## src/rtl/fifo_ram_ctrl.sv

```systemverilog
// Storage and read-control stage of the FIFO: RAM, pointers, occupancy and a
// two-state read FSM whose registered word and strobe feed the read buffer.
module fifo_ram_ctrl #(
    parameter int width     = 7,
    parameter int addr_bits = 3
) (
    input  logic                 clk,
    input  logic                 Clear,
    input  logic [width:0]       data_in,
    input  logic                 wr_req,
    input  logic                 rd_req,
    output logic [width:0]       data_out,
    output logic                 LoadEnable,
    output logic                 full,
    output logic                 empty,
    output logic [addr_bits:0]   count,
    output logic                 overflow,
    output logic                 underflow
);

    localparam int DEPTH = 1 << addr_bits;
    localparam logic [addr_bits:0] DEPTH_C = (addr_bits + 1)'(DEPTH);

    typedef enum logic {
        IDLE = 1'b0,
        LOAD = 1'b1
    } state_t;

    logic [width:0]         mem [DEPTH];

    logic [addr_bits-1:0]   wptr_q, wptr_d;
    logic [addr_bits-1:0]   rptr_q, rptr_d;
    logic [addr_bits:0]     count_q, count_d;
    state_t                 state_q, state_d;
    logic [width:0]         dout_q, dout_d;
    logic                   full_q, full_d;
    logic                   empty_q, empty_d;
    logic                   ovf_q, ovf_d;
    logic                   unf_q, unf_d;
    logic                   wr_ok_s;
    logic                   rd_ok_s;

    // Accept decisions and next-state logic; flags look only at the current count.
    always_comb begin
        wptr_d  = wptr_q;
        rptr_d  = rptr_q;
        count_d = count_q;
        state_d = state_q;
        dout_d  = dout_q;
        wr_ok_s = wr_req & ~full_q;
        rd_ok_s = rd_req & ~empty_q;
        ovf_d   = wr_req & full_q;
        unf_d   = rd_req & empty_q;

        if (wr_ok_s) begin
            wptr_d = wptr_q + addr_bits'(1);
        end else begin
            wptr_d = wptr_q;
        end

        if (rd_ok_s) begin
            rptr_d  = rptr_q + addr_bits'(1);
            dout_d  = mem[rptr_q];
            state_d = LOAD;
        end else begin
            rptr_d  = rptr_q;
            dout_d  = dout_q;
            state_d = IDLE;
        end

        case ({wr_ok_s, rd_ok_s})
            2'b10:   count_d = count_q + (addr_bits + 1)'(1);
            2'b01:   count_d = count_q - (addr_bits + 1)'(1);
            default: count_d = count_q;
        endcase

        full_d  = (count_d == DEPTH_C);
        empty_d = (count_d == '0);
    end

    // Control and output registers, cleared asynchronously.
    always_ff @(posedge clk or negedge Clear) begin
        if (!Clear) begin
            wptr_q  <= '0;
            rptr_q  <= '0;
            count_q <= '0;
            state_q <= IDLE;
            dout_q  <= '0;
            full_q  <= 1'b0;
            empty_q <= 1'b1;
            ovf_q   <= 1'b0;
            unf_q   <= 1'b0;
        end else begin
            wptr_q  <= wptr_d;
            rptr_q  <= rptr_d;
            count_q <= count_d;
            state_q <= state_d;
            dout_q  <= dout_d;
            full_q  <= full_d;
            empty_q <= empty_d;
            ovf_q   <= ovf_d;
            unf_q   <= unf_d;
        end
    end

    // RAM array keeps its contents across reset.
    always_ff @(posedge clk) begin
        if (wr_ok_s) begin
            mem[wptr_q] <= data_in;
        end
    end

    assign data_out   = dout_q;
    assign LoadEnable = (state_q == LOAD);
    assign full       = full_q;
    assign empty      = empty_q;
    assign count      = count_q;
    assign overflow   = ovf_q;
    assign underflow  = unf_q;

endmodule

```

## config.mk

```make
export PLATFORM = sky130hd
export DESIGN_NAME = fifo_ram_ctrl
export DESIGN_NICKNAME = d
export VERILOG_FILES = /design/src/rtl/fifo_ram_ctrl.sv
export SDC_FILE = /design/constraint.sdc
export NUM_CORES = 1
export LEC_CHECK = 0
export BUFFER_PORTS_ARGS = -buffer_cell sky130_fd_sc_hd__clkbuf_2
export CAP_MARGIN = 20
export CORE_ASPECT_RATIO = 1.25
export CORE_MARGIN = 2
export CORE_UTILIZATION = 61
export CTS_CLUSTER_DIAMETER = 60
export CTS_CLUSTER_SIZE = 16
export DETAILED_ROUTE_END_ITERATION = 12
export GPL_TIMING_DRIVEN = 0
export HOLD_SLACK_MARGIN = 0.05
export PLACE_DENSITY = 0.83
export SETUP_SLACK_MARGIN = 0.4
export SLEW_MARGIN = 25
export SYNTH_ARGS = -nofsm -noshare
export SYNTH_HDL_FRONTEND = slang
export SYNTH_SLANG_ARGS = --single-unit
```

## constraint.sdc

```tcl
create_clock -name clk -period 5.1 [get_ports clk]
set_input_delay 0.255 -clock clk [delete_from_list [all_inputs] [get_ports clk]]
set_output_delay 0.255 -clock clk [all_outputs]
set_load 0.05 [all_outputs]
```

==> impl_metrics.json <==
{
  "cts_tree": "built",
  "die_h_um": 88.4,
  "synth_warnings": 0,
  "worst_slew_pin_slew_ps": 933,
  "dpl-instance-area_mm2": 0.00371,
  "finalHoldViolations": 0,
  "total_net_switching_power_uw": 905,
  "totalNegativeSetupSlack_ps": 0,
  "timing.fmax_mhz": 347,
  "path_clk_slew_ps": 80,
  "cts_repair_resize_count": 0,
  "reg2reg_from": "empty$_DFF_PN1_",
  "hpwlAfterDp_um": 3800,
  "timing.rr.end": "empty$_DFF_PN1_",
  "timing.clock.skew_ps": 6.60,
  "die_w_um": 71.5,
  "r2r.worst_path.cells": 10,
  "comb_power_share_pct": 37.1,
  "synth.area.mux_share_pct": 13.6,
  "totalWireLength_um": 5980,
  "simple_logic_cell_fraction_of_the_synthesized_area_pct": 7.09,
  "nets": 252,
  "final_period_minus_worst_setup_slack_ps": 2880,
  "setup_repair_after_global_routing_missed_its_margin": "no",
  "cts.root.buffer_cell": "sky130_fd_sc_hd__clkbuf_8",
  "max-clock-path-buffers": 2,
  "timing.critical_path.to_type": "flip-flop",
  "fillers": 324,
  "floorplan.io_pins": 29,
  "ir_worst_vdd_mv": 0.297,
  "h-tree-depth": 3,
  "place.port_buffers": 28,
  "vias_per_cell": 5.87,
  "worst_setup_path_endpoint": "empty$_DFF_PN1_",
  "drt_first_pass_iters": 4,
  "cts.sinks": 87,
  "clock_latency_ps": 350,
  "fp.coreArea_mm2": 0.00548,
  "diodes": 0,
  "ys_seq_area_share_pct": 71.9,
  "yosys.area_share.xor_xnor_pct": 1.51,
  "synth_top_cell_area_share_pct": 55.3,
  "share_clk_of_total_power_pct": 22.0,
  "final_min_period_over_clock_period_pct": 56.5,
  "min_path_type": "in2reg",
  "finalWeightedCongestion": 0.721,
  "number_of_synthesized_register_bits": 87,
  "synthMostInstantiatedCell": "sky130_fd_sc_hd__edfxtp_1",
  "detailedRoute.firstIterationViolations": 69,
  "ant_nets": 0,
  "outcome": "completed",
  "rows": 30,
  "synth_top_family_by_area": "multiplexers",
  "drv_slew": 0,
  "hold-worst-slack_ps": 139,
  "initial_antenna_violation_count": 0,
  "hold_path.startpoint": "rd_req",
  "maxSlewHeadroom_pct": 37.6,
  "synth-async-reset-ratio_pct": 26.4,
  "r2r_slack_ps": 2220,
  "numCtsBuffers": 9,
  "hold_buffers": 1,
  "post-cts-setup-buffers": 0,
  "drt_drc_violations_left": 0,
  "synth_enable_flop_cells": 64,
  "final_cell_area_mm2": 0.00395,
  "yosys-top-cells-count": "sky130_fd_sc_hd__edfxtp_1 (64), sky130_fd_sc_hd__dfrtp_1 (22), sky130_fd_sc_hd__nand2_1 (21)",
  "avgSynthCellArea_um2": 17.7,
  "pin_count_of_the_biggest_net_entering_global_routing": 24,
  "timing.critical_path.arrival_ps": 3170,
  "synthTopCellsByArea": "sky130_fd_sc_hd__edfxtp_1 (55%), sky130_fd_sc_hd__dfrtp_1 (16%), sky130_fd_sc_hd__mux4_2 (6.5%), sky130_fd_sc_hd__mux4_1 (4.5%), sky130_fd_sc_hd__mux2i_1 (2.3%)",
  "static-leakage-power_uw": 0.00150,
  "worstSetupStartpoint": "empty$_DFF_PN1_",
  "sequentialPowerShare_pct": 40.9,
  "worst-path-max-fanout": 10,
  "worst-endpoint-required_ps": 5390,
  "post_drt_wl_per_cell_um": 19.6,
  "drive_above_1_share_pct": 28.2,
  "power_per_cell_area_mw_per_mm2": 636,
  "total_routing_resource_utilization_after_global_routing_pct": 20.9,
  "num_vias": 1791,
  "synth_ff_type": "sky130_fd_sc_hd__edfxtp_1",
  "postSynthNetCount": 212,
  "grt_first_pass_wirelength_um": 9410,
  "initial_utilization_pct": 63.4,
  "share_of_synthesized_cell_area_in_full_adder_half_adder_and_majority_cells_pct": 1.44,
  "timing.setup.critical_path_class": "reg2reg",
  "syn_area_mm2": 0.00348,
  "cellInternalPower_uw": 1610,
  "maxCapViolCount": 0,
  "netSwitchingFraction_pct": 36.0,
  "timing.final.setup_violations": 0,
  "flow.area_growth_from_synthesis_pct": 13.7,
  "die_outline_area_mm2": 0.00632,
  "synth.largest_area_cell": "sky130_fd_sc_hd__edfxtp_1",
  "netlist_instances": 196,
  "start_kind": "flip-flop",
  "globalRouteOverflowTotal": 0,
  "synth_cell_types": 36,
  "via_count_of_the_first_global_routing_pass": 1808,
  "compound_cell_area_share_of_the_yosys_netlist_pct": 2.34
}
power by group through the flow:
stage | Combinational, uW | Sequential, uW | Clock [uW]
2_1_floorplan | 511 | 1240 | 0
3_3_place_gp | 912 | 1030 | 0
3_5_place_dp | 938 | 1040 | 0
4_1_cts | 945 | 1030 | 558
5_1_grt | 1010 | 1050 | 582
6_report | 933 | 1030 | 554
worst max-delay path, stage by stage (launching register included):
cell	delay [ps]
sky130_fd_sc_hd__dfstp_2	540
sky130_fd_sc_hd__nand2b_1	210
sky130_fd_sc_hd__clkbuf_1	430
sky130_fd_sc_hd__buf_2	350
sky130_fd_sc_hd__inv_1	80
sky130_fd_sc_hd__ha_1	220
sky130_fd_sc_hd__nor4b_1	250
sky130_fd_sc_hd__nand3_1	120
sky130_fd_sc_hd__a31oi_1	200
sky130_fd_sc_hd__xnor2_1	190
sky130_fd_sc_hd__and3b_1	220
layout make-up:
class	instances	area (um^2)	area share, %
Multi-Input combinational cell	97	915	23.1
Clock inverter	6	109	2.75
Clock buffer	10	128	3.23
Sequential cell	87	2500	63.2
Timing Repair Buffer	29	150	3.80
Tap cell	64	80.1	2.03
Buffer	8	57.6	1.46
Inverter	4	15.0	0.380
state kept, by name, indices dropped and copies added (netlist names):
signal and count:
underflow 1, mem 64, rptr_q 3, wptr_q 3
data_out 8, LoadEnable 1, count 4, full 1
overflow 1, empty 1
stage by stage:
stage	instances	setup WS [ps]	power, uW	util [%]
floorplan	196	2570	1750	-
global placement	288	2270	1940	67.4
detailed placement	288	2230	1980	67.6
CTS	305	2210	2530	72.1
global route	305	1960	2640	72.1
finish	305	2220	2510	72.1
kinds of logic after synthesis:
family | Yosys count
DFF | 87
and+or+nand+nor | 48
muxes | 25
AOI/OAI and AO/OA | 14
buffers and inverters | 12
xor gates and xnor gates | 6
adders and majority gates | 4
layer usage:
layer	vias up	routed length [um]	track usage [%]
met5	-	0	0
met4	0	67	8.23
met3	7	221	4.44
met2	43	3170	35.1
met1	913	2510	27.1
li1	828	-	-
cell usage in the layout, fill, tap and decap left out, types with 6 or more instances in the layout:
master	synthesis	final
sky130_fd_sc_hd__o21ai_0	6	6
sky130_fd_sc_hd__clkbuf_2	1	29
sky130_fd_sc_hd__dfrtp_1	22	22
sky130_fd_sc_hd__mux2i_1	8	8
sky130_fd_sc_hd__mux4_2	10	10
sky130_fd_sc_hd__edfxtp_1	64	64
sky130_fd_sc_hd__nor2_1	7	7
sky130_fd_sc_hd__nand2_1	21	21
sky130_fd_sc_hd__nand2b_1	6	6
sky130_fd_sc_hd__mux4_1	6	6
sky130_fd_sc_hd__clkbuf_8	0	9
how the worst min path moves through the flow:
| stage | to | slack [ps] | depth (start not counted) |
|---|---|---|---|
| after global placement | count[0]$_DFF_PN0_ | 280 | 1 |
| after floorplan | LoadEnable$_DFF_PN0_ | -40 | 0 |
| after global routing | underflow$_DFF_PN0_ | 150 | 2 |
| final | underflow$_DFF_PN0_ | 140 | 2 |
| after detailed placement | count[3]$_DFF_PN0_ | 280 | 1 |
| after CTS | underflow$_DFF_PN0_ | 130 | 2 |
Power figures use the tool's default switching activity.
